## src/rtl/johnson_seq_pkg.sv

```systemverilog
// Shared types and Johnson-code helpers for the johnson_seq_ctrl block.
// Helpers work on a zero-extended JC_MAX_N-bit phase so one package serves any N <= JC_MAX_N.
package johnson_seq_pkg;

  localparam int JC_MAX_N  = 16;
  localparam int JC_STRB_W = 2 * JC_MAX_N;
  localparam logic [JC_MAX_N-1:0] JC_ONES = '1;

  typedef enum logic [1:0] {
    IDLE = 2'd0,
    RUN  = 2'd1,
    DONE = 2'd2
  } jc_state_e;

  // Phase index: with phase[0] set (or phase zero) the code is a low run of ones,
  // otherwise it is a high run and the index counts back from 2N.
  function automatic logic [JC_STRB_W-1:0] jc_decode(input logic [JC_MAX_N-1:0] ph,
                                                     input int n);
    int ones;
    logic [JC_MAX_N-1:0] sh;
    ones = 0;
    sh   = ph;
    for (int i = 0; i < JC_MAX_N; i++) begin
      if (i < n && sh[0]) ones++;
      sh = sh >> 1;
    end
    if (ph[0] || ones == 0) return JC_STRB_W'(1) << ones;
    return JC_STRB_W'(1) << (2 * n - ones);
  endfunction

  // True when ph matches one of the 2n codes of an n-stage Johnson counter.
  function automatic logic jc_legal(input logic [JC_MAX_N-1:0] ph, input int n);
    logic [JC_MAX_N-1:0] mask;
    logic [JC_MAX_N-1:0] code;
    logic ok;
    mask = ~(JC_ONES << n);
    ok   = 1'b0;
    for (int k = 0; k < 2 * JC_MAX_N; k++) begin
      if (k < 2 * n) begin
        code = (k <= n) ? ~(JC_ONES << k) : (mask & (JC_ONES << (k - n)));
        if (ph == code) ok = 1'b1;
      end
    end
    return ok;
  endfunction

endpackage

```

## src/rtl/johnson_seq_ctrl_core.sv

```systemverilog
// N-bit Johnson register with synchronous clear and advance enable.
// wrap flags the edge on which 1000..0 rolls over to all zeros.
module johnson_core
  import johnson_seq_pkg::*;
#(
  parameter int N = 4
) (
  input  logic         clk,
  input  logic         reset,
  input  logic         clr,
  input  logic         adv,
  output logic [N-1:0] phase,
  output logic         wrap
);

  localparam logic [N-1:0] WRAP_CODE = {1'b1, {(N-1){1'b0}}};

  // NOTE: state is updated with <= so every flop samples pre-edge values.
  always_ff @(posedge clk) begin
    if (reset || clr) begin
      phase <= '0;
    end else if (adv) begin
      phase <= {phase[N-2:0], ~phase[N-1]};
    end
  end

  assign wrap = adv && (phase == WRAP_CODE);

endmodule

```

## src/rtl/johnson_seq_ctrl.sv

```systemverilog
// Start/busy/done sequencer around an N-stage Johnson counter (2N phases per revolution).
// Optional illegal-code recovery and sticky err are enabled with `define JSEQ_SELF_CORRECT_EN.
module johnson_seq_ctrl
  import johnson_seq_pkg::*;
#(
  parameter int N     = 4,
  parameter int CNT_W = 8
) (
  input  logic             clk,
  input  logic             reset,
  input  logic             start,
  input  logic             stop,
  input  logic             cont,
  input  logic [CNT_W-1:0] n_rev,
  output logic [N-1:0]     phase,
  output logic [2*N-1:0]   phase_strb,
  output logic             busy,
  output logic             done,
  output logic [CNT_W-1:0] rev_cnt,
  output logic             err
);

  jc_state_e            state;
  logic [CNT_W-1:0]     target;
  logic                 cont_q;
  logic                 stop_pending;
  logic                 core_clr;
  logic                 core_adv;
  logic                 wrap;
  logic                 run_end;
  logic                 illegal;
  logic [JC_MAX_N-1:0]  phase_ext;
  logic [JC_STRB_W-1:0] strb_full;

  assign phase_ext = JC_MAX_N'(phase);

`ifdef JSEQ_SELF_CORRECT_EN
  assign illegal = !jc_legal(phase_ext, N);

  always_ff @(posedge clk) begin
    if (reset) begin
      err <= 1'b0;
    end else if (illegal) begin
      err <= 1'b1;
    end
  end
`else
  assign illegal = 1'b0;
  assign err     = 1'b0;
`endif

  // Phase is held at zero outside RUN; an illegal code is also flushed to zero.
  assign core_adv = (state == RUN);
  assign core_clr = (state != RUN) || illegal;

  johnson_core #(.N(N)) u_core (
    .clk   (clk),
    .reset (reset),
    .clr   (core_clr),
    .adv   (core_adv),
    .phase (phase),
    .wrap  (wrap)
  );

  // A stop seen on the boundary cycle itself ends the revolution in progress.
  assign run_end = stop || stop_pending ||
                   (!cont_q && ((rev_cnt + CNT_W'(1)) == target));

  always_ff @(posedge clk) begin
    if (reset) begin
      state        <= IDLE;
      busy         <= 1'b0;
      done         <= 1'b0;
      rev_cnt      <= '0;
      target       <= '0;
      cont_q       <= 1'b0;
      stop_pending <= 1'b0;
    end else begin
      done <= 1'b0;
      unique case (state)
        IDLE: begin
          if (start) begin
            target       <= (n_rev == '0) ? CNT_W'(1) : n_rev;
            cont_q       <= cont;
            rev_cnt      <= '0;
            stop_pending <= 1'b0;
            busy         <= 1'b1;
            state        <= RUN;
          end
        end
        RUN: begin
          if (stop) stop_pending <= 1'b1;
          if (wrap) begin
            rev_cnt <= rev_cnt + CNT_W'(1);
            if (run_end) begin
              busy  <= 1'b0;
              done  <= 1'b1;
              state <= DONE;
            end
          end
        end
        DONE: begin
          state <= IDLE;
        end
        default: begin
          busy  <= 1'b0;
          state <= IDLE;
        end
      endcase
      // Illegal-code recovery wins over the normal transition; wrap never fires on it.
      if (illegal) begin
        busy  <= 1'b0;
        done  <= 1'b1;
        state <= DONE;
      end
    end
  end

  assign strb_full  = jc_decode(phase_ext, N);
  assign phase_strb = busy ? strb_full[2*N-1:0] : '0;

  a_strb_in_range: assert property (@(posedge clk) disable iff (reset)
    (strb_full >> (2 * N)) == '0);

  a_done_single: assert property (@(posedge clk) disable iff (reset)
    done |=> !done);

endmodule

```

## config.mk

```make
export PLATFORM = sky130hd
export DESIGN_NAME = johnson_seq_ctrl
export DESIGN_NICKNAME = d
export VERILOG_FILES = /design/src/rtl/johnson_seq_pkg.sv /design/src/rtl/johnson_seq_ctrl_core.sv /design/src/rtl/johnson_seq_ctrl.sv
export SDC_FILE = /design/constraint.sdc
export NUM_CORES = 1
export LEC_CHECK = 0
export ABC_CLOCK_PERIOD_IN_PS = 3000
export BUFFER_PORTS_ARGS = -buffer_cell sky130_fd_sc_hd__buf_4
export CAP_MARGIN = 20
export CORE_ASPECT_RATIO = 1.4
export CORE_MARGIN = 2
export CORE_UTILIZATION = 45
export CTS_BUF_LIST = sky130_fd_sc_hd__clkbuf_16
export DETAILED_ROUTE_END_ITERATION = 8
export PLACE_DENSITY = 0.75
export RECOVER_POWER = 100
export SETUP_SLACK_MARGIN = 0.1
export SYNTH_ARGS = -nofsm -noshare
export SYNTH_HDL_FRONTEND = slang
export SYNTH_SLANG_ARGS = --single-unit
```

## constraint.sdc

```tcl
create_clock -name clk -period 3 [get_ports clk]
set_input_delay 0.15 -clock clk [delete_from_list [all_inputs] [get_ports clk]]
set_output_delay 0.15 -clock clk [all_outputs]
set_load 0.005 [all_outputs]
```

* Word level (Yosys, flattened, before mapping)
Cells that the tools add are included.
** Cells by class
- Add/subtract/negate cells :: 5
- $mul :: 0
- Divide/modulo/power cells :: 0
- $lt $le $gt $ge :: 0
- Equality and inequality tests :: 9
- Shifts and indexed selects :: 2
- Muxes and demuxes :: 24
- Bitwise operators :: 4
- Reductions and logical operators :: 17
** Operators with widths (count)
- adder 32 x 2 -> 32 bit (second input constant) :: 3
- two-way mux 32 bit :: 3
- left shift 1 x 32 -> 8 bit (first input constant) :: 2
- two-way mux 8 bit :: 6
- zero test 32 bit :: 1
- subtractor 5 x 32 -> 32 bit (first input constant) :: 1
- one-hot mux 8 bit (2 select lines) :: 1
- AND reduction 3 bit :: 3
- adder 8 x 1 -> 8 bit (second input constant) :: 1
- equality test 8 bit :: 1
- zero test 8 bit :: 1
- two-way mux 1 bit :: 8
- inequality test 2 bit (second input constant) :: 4
- two-way mux 2 bit :: 3
- equality test 4 bit (second input constant) :: 1
- logical OR 1 bit :: 4
- inverter 1 bit :: 4
- one-hot mux 2 bit (2 select lines) :: 1
- AND reduction 4 bit :: 1
- one-hot mux 1 bit (3 select lines) :: 1
- OR reduction 3 bit :: 1
- equality test 2 x 1 -> 1 bit (second input constant) :: 1
- equality test 2 bit (second input constant) :: 1
- logical AND 1 bit :: 2
- other kinds (6) :: 6
** Word-level totals
- Flip-flop bits (word level) :: 26
- Bits in latches :: 0
- RAM bits :: 0
- Bits in read-only memories :: 0
- Bits of input ports :: 13
- Output and inout port bits :: 23
- Word-level logic and storage cells :: 69
- Memories kept :: 0

* Longest topological paths before layout
Gate-level depths: netlist of run 1.
- Depth in word-level cells :: 12
- Mapped depth :: 11
- Depth with buffers taken out :: 11

* Modules after synthesis
Synthesis of run 1 repeated with hierarchy kept, for this count alone.
** Unflattened totals
- Cell total of the unflattened synthesis :: 213
- Area total of the unflattened synthesis :: 1592.8 sq um
** Modules (own cells, without submodules)
- johnson_seq_ctrl :: instances 1, cells an instance 197, area each 1430.1 sq um, seq. area each 440.4 sq um
- johnson_core :: instances 1, cells an instance 16, area each 162.7 sq um, seq. area each 80.1 sq um

* Worst setup path before layout of run 1
Ideal clock, no wire load.
- Kind :: flip-flop to output port
- Start :: reg u_core.phase[0]
- End :: out phase_strb[2]
- Data arrival time :: 2.283 ns
- Required time :: 2.850 ns
- Path slack :: 0.567 ns
- Stages on the path, launching flop included :: 11
- Path buffers :: 0
- Cells stage by stage :: dfxtp_1 > inv_1 > ha_1 > xor2_1 > ha_1 > mux2i_1 > ha_1 > a21oi_1 > mux2i_2 > nand2_1 > nor2_1
** On the way
- Longest elaborated chain between the ends :: 12
- Elaborated cells on any way between the ends :: 16
- Those cells by class :: add/sub: 4; shift: 2; mux: 8; reduce/logical: 2
** Ends and longest elaborated chain
- from (decl) :: RTL line johnson_seq_ctrl_core.sv:12 : output logic [N-1:0] phase,
- from (signal assigned) :: RTL line johnson_seq_ctrl_core.sv:23 : phase <= {phase[N-2:0], ~phase[N-1]};
- branches (longest 10 deep; another with adder 32 x 2 -> 32 bit)
- two-way mux 8 bit * :: RTL line johnson_seq_pkg.sv:28 : return JC_STRB_W'(1) << (2 * n - ones);
- two-way mux 8 bit * :: RTL line johnson_seq_ctrl.sv:120 : assign phase_strb = busy ? strb_full[2*N-1:0] : '0;
- to (decl) :: RTL line johnson_seq_ctrl.sv:16 : output logic [2*N-1:0] phase_strb,
Mark *: on every way between the ends. The select of a mux whose other input is x is not followed.

* Worst setup path in the final report of run 1
Ends and elaborated chain as after synthesis.

==> impl_results.md, run 1 <==
* Share of cells above drive strength 1 at 22.4%
* WL final at 3740 um
* Req. time, crit path at 2850 ps
* Pwr Density at between 400 and 500 mW/mm^2
* Fin crit share at 92.1%
* Critical Path Start: u_core.phase[0]
* CTS max path bufs at 2
* Wire per inst at between 10 and 15 um
* Post-synth top flop: dfxtp_1
* Hold Crit Class: primary input to register
* Net count after synthesis at around 230
* Total gr overflow at 0
* Mapped Cells at 210
* Layout Skew at 2.95 ps
* Clock sink count at 26
* Sequential fraction of the synthesis area at 32.3%
* Most frequent cells in the layout: nand2_1, dfxtp_1, nor2_1, buf_4, a21oi_1
* First-pass iteration count of the detailed router at 4
* Final Hold Viols at 0
* Cell Area, Synth at 0.00161 sq mm
* Cts hold-fix bufs at 0
* Clk pin slew, worst setup/hold paths at around 60 ps
* Crit start category: register
* Worst Setup Path Type: register to output port
* GRT Total Usage at around a fifth
* Global-route wire length before repair at slightly below 6000 um
* Final net count at 261
* Status: completed
* Antenna violation net count after detailed routing at 0
* P&R area growth vs syn at 24.7%
* Fill count at 331
* Final Core Density at around 60%
* ANT cells at 0
* Worst skew pair latency at 260 ps
* Clock root buffer: clkbuf_16
* DR DRC count at 0
* Worst Path Max Fanout at 7
* #FFs+latches synth at 26
* Htree depth at 1
* Initial antenna violation count at 0
* GPL Wtd Cong at approximately 0.84
* TritonCTS clock tree: done
* Peak VDD IR at between 0.3 and 0.4 mV
* Max Fclk at 0.362 GHz
* Setup TNS at 0 ps
* Beginning of the worst hold path: cont
* Max Slew Vio Count at 0
* Iter 0 DRT Violations at 48
* Initial core utilization at 47.3%
* Critical Path Sink Type: output port
* # IOs at 36
* CP arrival at 2610 ps
* Largest net degree at the start of global routing at 27
* Vias at 1544
* Post-synth EDFFs at 0
* Number of port buffers at 34
* Die X at 54.6 um
* Die area at around 0.0041 sq mm
* Ys Warns at 0
* Total CTS buffers at 3
* CP max stage delay at 380 ps
* Fin crit period at ~2800 ps
* Leakage at between 0.7 and 0.8 nW
* Reg-to-Reg Start: rev_cnt[0]
* Mapped Avg Cell Area at 7.68 sq um
* Vias/cell at 5.49
* Slowest cell on crit path: dfxtp_4
* Commonest non-fill, non-tap cell in the layout: nand2_1
* Rows at 25
* Post-synth ARST share at 0%
* Worst-Margin Slew at 666 ps
* # setup viols final at 0
* Detailed placement HPWL at 2790 um
* Die Span Y at ~75 um
* Core Area at 0.00341 sq mm
* RSZ-0062 raised after global routing: no
* Yosys cell types at 45
* Vias in the first global route at 1360
* Relative slew margins at 55.4%
* Max-cap violations at 0
* Crit-path cells: inv_1 > ha_4 > xor2_2 > ha_1 > mux2i_2 > ha_2 > a21oi_2 > mux2i_4 > nand2_1 > nor2_1 > buf_4
-- cells in the mapped netlist (2+ instances only) --
cell type,number,share of area (%)
nand3_2,2,1.2
o21ai_0,6,1.9
nor4_1,2,0.78
clkbuf_1,5,1.2
dfxtp_1,26,32
mux2i_1,3,1.9
inv_1,7,1.6
o211ai_1,4,1.9
nor2_1,23,5.4
o21ai_1,2,0.62
or4_1,3,1.4
a21oi_1,22,6.8
nor2b_1,8,3.1
nand3_1,8,2.5
nor4b_2,2,1.9
xor2_1,4,2.2
nand3b_1,2,0.93
ha_1,6,4.7
buf_2,3,0.93
nor3_1,9,2.8
or3_1,3,1.2
nand2_1,29,6.7
nand2b_1,2,0.78
xnor2_1,7,3.8
and2_1,2,0.78
-- path summary, 6_finish.rpt --
kind	end	slack (ps)	cells after the start
setup reg to reg	done	690	7
hold / removal	cont_q	140	3
hold reg to reg	cont_q	460	2
setup / recovery	phase_strb[2]	240	11
-- stage by stage --
stage | cells | power [W] | setup WS, ps | area, sq um | hold WS [ps]
floorplan | 210 | 0.000516 | 567 | 1610 | 286
global placement | 275 | 0.000567 | 388 | 1880 | 405
detailed placement | 275 | 0.000572 | 264 | 1880 | 415
CTS | 281 | 0.000871 | 133 | 1980 | 140
global route | 281 | 0.000922 | 80.2 | 2010 | 147
finish | 281 | 0.000881 | 236 | 2010 | 141
-- registers in the layout (all words and copies together), names as in the netlist --
signal        count
rev_cnt           8
target            8
u_core.phase      4
state             2
busy              1
cont_q            1
done              1
stop_pending      1
-- layout make-up --
type                    count  area (sq um)  area share, %
clock buffers               3          75.1           3.73
flip-flops and latches     26           524           26.1
multi-input cells         168          1070           53.0
inverters                   7          26.3           1.31
clock inverters             1          3.75          0.187
well taps                  40          50.0           2.49
repair buffers             36           267           13.2
-- worst max-delay path: cells and delay by family, from the launching register on --
kind	cells	cell delay (ps)
muxes	2	410
DFF	1	380
xor gates and xnor gates	1	160
adders and majority gates	3	790
AOI/OAI and AO/OA	1	210
buffers and inverters	2	200
and+or+nand+nor	2	190
-- per-layer routing --
layer | share of wire, % | GRT usage (%) | vias to the layer above
li1 | - | - | 792
met1 | 41 | 21.8 | 712
met2 | 54 | 35.8 | 35
met3 | 3.0 | 1.98 | 5
met4 | 1.4 | 6.67 | 0
met5 | 0 | 0 | -
-- power breakdown --
part	switching [W]	internal [W]
Clock	0.000117	0.000178
Sequential	0.0000203	0.000366
Combinational	0.000111	0.0000883
Total	0.000249	0.000632
-- logic make-up (layout without fill, tap and decap cells) --
group,count (synthesis),after routing,share of synthesized area (%)
AND/OR/NAND/NOR,102,102,33.2
AO/OA/AOI/OAI,43,43,15.8
flip-flops,26,26,32.3
buffers and inverters,16,47,4.19
XOR/XNOR,12,12,6.98
adder cells (fa/ha/maj),6,6,4.65
multiplexers,4,4,2.72
other,1,1,0.233
-- repair_timing --
action / 4_1_cts / 5_1_grt
pin swaps: 0 / 1
buffers inserted: 2 / 0
gates resized for setup: 2 / 10
setup endpoints to repair: 8 / 8
No activity file was read; power rests on OpenSTA's default activity.
==> run 2: changes to the inputs <==
--- a/config.mk
+++ b/config.mk
@@ -13,6 +13,7 @@
 export CORE_UTILIZATION = 45
 export CTS_BUF_LIST = sky130_fd_sc_hd__clkbuf_16
 export DETAILED_ROUTE_END_ITERATION = 8
+export GPL_TIMING_DRIVEN = 0
 export PLACE_DENSITY = 0.75
 export RECOVER_POWER = 100
 export SETUP_SLACK_MARGIN = 0.1
==> run 2 against run 1 <==
Core utilization increased by 1.8 points; fmax down 0.90%; design area rose by 3.0%; critical endpoint is now phase_strb[1]; largest power group is now the clock network; highest routed layer unchanged.
==> impl_results.md, run 2 (synthesis gave the netlist of run 1 again) <==
* Number of port buffers at 33 (-2.9%)
* Worst reg2reg path endpoint: state[0]
* Slowest cell on crit path: dfxtp_4
* Htree depth at 1 (unchanged)
* Fin crit share at 93.0% (+0.84 points)
* Status: completed
* Worst Reg-to-Reg Cells at 7 (unchanged)
* GPL Wtd Cong at 0.824 (-1.7%)
* Vias/cell at 5.43 (-1.2%)
* Reg-to-Reg Start: rev_cnt[0]
* Worst Path Max Fanout at 7 (unchanged)
* CTS max path bufs at 2 (unchanged)
* CP arrival at 2640 ps (+30 ps)
* Beginning of the worst hold path: cont
* Worst skew pair latency at 260 ps (about the same)
* Die X at 54.6 um (unchanged)
* Peak VDD IR at 0.427 mV (+23%)
* Die area at 0.00409 sq mm (unchanged)
* Hold Crit Class: primary input to register
* Share of cells above drive strength 1 at 22.1% (-0.32 points)
* Req. time, crit path at 2850 ps (about the same)
* DR DRC count at 0 (unchanged)
* Initial antenna violation count at 0 (unchanged)
* First-pass iteration count of the detailed router at 4 (unchanged)
* Final Hold Viols at 0 (unchanged)
* CP top delay family: adder cells
* Clk pin slew, worst setup/hold paths at 60 ps (about the same)
* WHS at 131 ps (-10.0 ps)
* Rows at 25 (unchanged)
* Pwr Density at 471 mW/mm^2 (+7.5%)
* Clock root buffer: clkbuf_16
* Critical Path Start: u_core.phase[0]
* # setup viols final at 0 (unchanged)
* Iter 0 DRT Violations at 27 (-44%)
* # IOs at 36 (unchanged)
* WL final at 3750 um (+0.32%)
* Leakage at 0.808 nW (+3.4%)
* Max Fclk at 0.359 GHz (-0.90%)
* Reg-to-reg slack, setup at 650 ps (-40 ps)
* Core Area at 0.00341 sq mm (unchanged)
* Worst Setup EP: phase_strb[1]
* P&R area growth vs syn at 28.5%
* Final net count at 269 (+3.1%)
* ANT cells at 0 (unchanged)
* Global-route wire length before repair at 6150 um (+4.6%)
* Vias in the first global route at 1407 (+3.5%)
* Max-cap violations at 0 (unchanged)
* Fin crit period at 2790 ps (+25.1 ps)
* Initial core utilization at 47.3% (unchanged)
* Crit start category: register
* CP max stage delay at 380 ps (about the same)
* Setup TNS at 0 ps (unchanged)
* Most frequent cells in the layout: nand2_1, dfxtp_1, buf_4
* Largest registers: rev_cnt (8), target (8), u_core.phase (4)
* Relative slew margins at 54.2% (-1.3 points)
* Largest net degree at the start of global routing at 16 (-41%)
* CP bufs+invs at 3 (+1)
* GRT Total Usage at 20.3% (+1.1 points)
* Stages on worst setup path at 11 (unchanged)
* Vias at 1569 (+1.6%)
* Max Slew Vio Count at 0 (unchanged)
* Cts hold-fix bufs at 0 (unchanged)
* TritonCTS clock tree: done
* RSZ-0062 raised after global routing: yes
* Total CTS buffers at 3 (unchanged)
* Clock sink count at 26 (unchanged)
* Detailed placement HPWL at 2810 um (+0.72%)
* Wire per inst at 13.0 um (-2.5%)
* Total gr overflow at 0 (unchanged)
* Critical Path Sink Type: output port
* Commonest non-fill, non-tap cell in the layout: nand2_1
* Layout Skew at 4.08 ps (+1.14 ps)
* Worst-Margin Slew at 685 ps (+18.8 ps)
* Worst Setup Path Type: register to output port
* Crit-path cells: inv_1 > ha_4 > xor2_4 > ha_1 > mux2i_2 > ha_1 > a21oi_2 > mux2i_2 > buf_4 > nor3_1 > buf_4
* Antenna violation net count after detailed routing at 0 (unchanged)
* Hold depth at 3 (unchanged)
* Die Span Y at 74.8 um (unchanged)
==> run 2: power by group <==
group	internal, W	switching [W]
Combinational	0.0000889	0.000111
Clock	0.000266	0.000124
Sequential	0.000366	0.0000198
==> run 2: routing by layer <==
metal | routed length (um) | GRT usage, % | vias up
met5 | 0 | 0 | -
met4 | 90 | 8.61 | 0
met3 | 140 | 1.79 | 9
met2 | 1980 | 37.6 | 46
met1 | 1540 | 22.7 | 707
li1 | - | - | 807
==> run 2: metrics by stage <==
stage	power (W)	std cells	area [sq um]	utilization [%]	worst slack [ps]
after CTS	0.000969	289	2050	60.1	137
after global placement	0.000572	283	1910	56.0	285
after detailed placement	0.000577	283	1910	56.0	199
after floorplan	0.000516	210	1610	-	567
after global routing	0.00102	289	2070	60.8	65.6
final	0.000976	289	2070	60.8	211
==> run 2: what timing repair did <==
| action | CTS | global route |
|---|---|---|
| setup endpoints to repair | 8 | 8 |
| setup buffers | 2 | 0 |
| resized for setup | 4 | 8 |
| pin swaps | 0 | 1 |
==> run 2: worst min path at each step <==
stage	endpoint	slack, ps
6_report	cont_q	130
5_1_grt	cont_q	130
4_1_cts	cont_q	140
3_5_place_dp	cont_q	410
3_3_place_gp	cont_q	400
2_1_floorplan	cont_q	290
==> run 2: cell type report <==
cell class              instances  area, sq um
plain buffers                   9         38.8
clock buffers                   3         75.1
clock inverters                 1         30.0
fillers                       320         1340
inverters                       7         26.3
multi-input cells             168         1070
flip-flops and latches         26          524
well taps                      40         50.0
repair buffers                 35          255
==> run 2: worst reg2reg max path: stages, from the launching register on <==
cell and delay [ps]:
dfxtp_1 460, ha_1 350, nand3_1 220, nor2_1 230
mux2i_1 270, nand3_1 90, o311ai_0 420, o211ai_1 170
==> run 3: changes to the inputs <==
--- a/config.mk
+++ b/config.mk
@@ -5,16 +5,16 @@
 export SDC_FILE = /design/constraint.sdc
 export NUM_CORES = 1
 export LEC_CHECK = 0
-export ABC_CLOCK_PERIOD_IN_PS = 3000
+export ABC_CLOCK_PERIOD_IN_PS = 3100
 export BUFFER_PORTS_ARGS = -buffer_cell sky130_fd_sc_hd__buf_4
 export CAP_MARGIN = 20
 export CORE_ASPECT_RATIO = 1.4
 export CORE_MARGIN = 2
-export CORE_UTILIZATION = 45
+export CORE_UTILIZATION = 53
 export CTS_BUF_LIST = sky130_fd_sc_hd__clkbuf_16
 export DETAILED_ROUTE_END_ITERATION = 8
 export GPL_TIMING_DRIVEN = 0
-export PLACE_DENSITY = 0.75
+export PLACE_DENSITY = 0.85
 export RECOVER_POWER = 100
 export SETUP_SLACK_MARGIN = 0.1
 export SYNTH_ARGS = -nofsm -noshare
==> constraint.sdc (replaced) <==
create_clock -name clk -period 3.1 [get_ports clk]
set_input_delay 0.155 -clock clk [delete_from_list [all_inputs] [get_ports clk]]
set_output_delay 0.155 -clock clk [all_outputs]
set_load 0.005 [all_outputs]
==> run 3 against run 2 <==
Critical path depth up 1; clock-buffer cell count unchanged; critical endpoint is now phase_strb[3]; final cell count down 1.0%.
==> impl_results.md, run 3 (synthesis gave the netlist of run 1 again) <==
* Max Slew Vio Count at 0 (unchanged)
* Relative slew margins at 55.8% (+1.7 points)
* Core Area at 0.00288 sq mm (-16%)
* DR DRC count at 0 (unchanged)
* GPL Wtd Cong at 0.954 (+16%)
* Max Fclk at 0.351 GHz
* Die X at 50.6 um (-7.3%)
* Fill count at 223 (-30%)
* Wire per inst at 13.9 um (+7.0%)
* Slowest cell on crit path: dfxtp_2
* Iter 0 DRT Violations at 67 (+150%)
* Req. time, crit path at 2940 ps (+90 ps)
* Fin crit period at 2850 ps
* Setup TNS at 0 ps (unchanged)
* Reg-to-Reg Start: rev_cnt[0]
* Number of port buffers at 33 (unchanged)
* RSZ-0062 raised after global routing: no
* P&R area growth vs syn at 26.8%
* Combinational share of power at 20.6% (about the same)
* Clock root buffer: clkbuf_16
* Vias in the first global route at 1522 (+8.2%)
* Fin crit share at 92.0%
* Htree depth at 1 (unchanged)
* # IOs at 36 (unchanged)
* Worst-Margin Slew at 660 ps (-24.9 ps)
* Final setup margin at 248 ps (+37.3 ps)
* Cell Int Power at 0.000697 W (-3.3%)
* GRT Total Usage at 22.9% (+2.6 points)
* Largest net degree at the start of global routing at 16 (unchanged)
* Peak VDD IR at 0.429 mV (+0.50%)
* # setup viols final at 0 (unchanged)
* CP max stage delay at 380 ps (about the same)
* Multi-input gate area at 0.00104 sq mm (-2.8%)
* Crit-path cells: inv_1 > ha_1 > xor2_2 > ha_1 > mux2i_4 > ha_4 > a21oi_1 > mux2i_2 > buf_4 > nand2_1 > nor2_1 > buf_4
* Layout Skew at 3.83 ps (-0.252 ps)
* Worst Reg-to-Reg Cells at 7 (unchanged)
* Switching power share of the total at 25.8% (-0.39 points)
* Register area at 522 sq um (-0.48%)
* Commonest non-fill, non-tap cell in the layout: nand2_1
* ANT cells at 0 (unchanged)
* Rows at 23 (-8.0%)
* Max-cap violations at 0 (unchanged)
* Crit start category: register
* Worst Setup EP: phase_strb[3]
* Initial antenna violation count at 0 (unchanged)
* Clk pin slew, worst setup/hold paths at 60 ps (about the same)
* Reg-to-reg slack, setup at 810 ps (+160 ps)
* TritonCTS clock tree: done
* Critical Path Start: u_core.phase[0]
* Worst reg2reg path endpoint: done
* Status: completed
* WL final at 3970 um (+5.9%)
* Leakage at 0.804 nW (-0.47%)
* First-pass iteration count of the detailed router at 4 (unchanged)
* Clock power frac at 39.6% (-0.4 points)
* Die Span Y at 69.3 um (-7.4%)
* Vias at 1630 (+3.9%)
* Sequential share of power at 39.8% (+0.3 points)
* Pwr Density at 459 mW/mm^2 (-2.4%)
* CTS max path bufs at 2 (unchanged)
* Most frequent cells in the layout: nand2_1, dfxtp_1, nor2_1, a21oi_1, buf_4
* Global-route wire length before repair at 6400 um (+3.9%)
* CP arrival at 2700 ps (+60 ps)
* Final Hold Viols at 0 (unchanged)
* Antenna violation net count after detailed routing at 0 (unchanged)
* Initial core utilization at 56.0% (+8.7 points)
* Cts hold-fix bufs at 0 (unchanged)
* Total power at 0.000939 W (-3.8%)
* Place WS at 327 ps (+128 ps)
* Psw at 0.000242 W (-5.2%)
* Detailed placement HPWL at 2850 um (+1.5%)
* Worst Path Max Fanout at 7 (unchanged)
* Total gr overflow at 0 (unchanged)
* Worst Setup Path Type: register to output port
* Critical Path Sink Type: output port
* Total CTS buffers at 3 (unchanged)
* Final net count at 269 (unchanged)
* Share of cells above drive strength 1 at 21.3% (-0.80 points)
* Largest registers: rev_cnt (8), target (8), u_core.phase (4)
* Vias/cell at 5.70 (+5.0%)
* Hold Crit Class: primary input to register
* Clock sink count at 26 (unchanged)
* Die area at 0.00351 sq mm (-14%)
* Worst skew pair latency at 260 ps (about the same)
## run 3: layout make-up
type                       instances  area share [%]
sequential                        26            25.5
tap                               37            2.26
clock inverter                     1            1.47
buffer                             9            1.90
inverter                           7            1.29
multi-input combinational        168            51.0
clock buffer                       3            3.67
timing repair buffer              35            12.9
## run 3: worst min-delay path by stage
stage,startpoint,to,slack [ps],depth (start not counted)
after floorplan,cont,cont_q,290,2
after global placement,cont,cont_q,410,3
after detailed placement,n_rev[5],target[5],420,3
after CTS,cont,cont_q,150,3
after global routing,n_rev[7],target[7],160,3
final,cont,cont_q,140,3
## run 3: worst max-delay path: cells and delay by family (launching register included)
kind | cells | cell delay (ps)
fa+ha+maj | 3 | 860
xor+xnor | 1 | 170
buf+inv | 3 | 370
compound gates | 1 | 180
simple gates | 2 | 170
mux | 2 | 320
flops | 1 | 380
## run 3: what timing repair did
action / CTS / global route
endpoints found under the setup margin: 5 / 8
buffers inserted: 1 / 1
resized for setup: 1 / 9
endpoints found under the hold margin: 0 / 0
## run 3: power groups by stage
| stage | Clock, W | Combinational, W | Sequential, W |
|---|---|---|---|
| CTS | 0.000375 | 0.000182 | 0.000373 |
| finish | 0.000371 | 0.000193 | 0.000374 |
| global placement | 0 | 0.000174 | 0.000379 |
| floorplan | 0 | 0.000123 | 0.000376 |
| global route | 0.000388 | 0.000216 | 0.000377 |
| detailed placement | 0 | 0.000178 | 0.000380 |
## run 3: metal layers
metal	routed length, um	vias up	global-route usage [%]
met1	1530	761	23.3
met3	169	7	2.59
met2	2220	54	44.7
met4	62	0	9.91
met5	0	-	0
li1	-	808	-
## run 3: metrics by stage
stage / area [sq um] / hold slack (ps) / util [%] / instances
5_1_grt: 2040 / 157 / 71.0 / 286
3_3_place_gp: 1910 / 406 / 66.3 / 280
4_1_cts: 2020 / 147 / 70.3 / 285
2_1_floorplan: 1610 / 291 / - / 210
6_report: 2040 / 143 / 71.0 / 286
3_5_place_dp: 1910 / 420 / 66.3 / 280
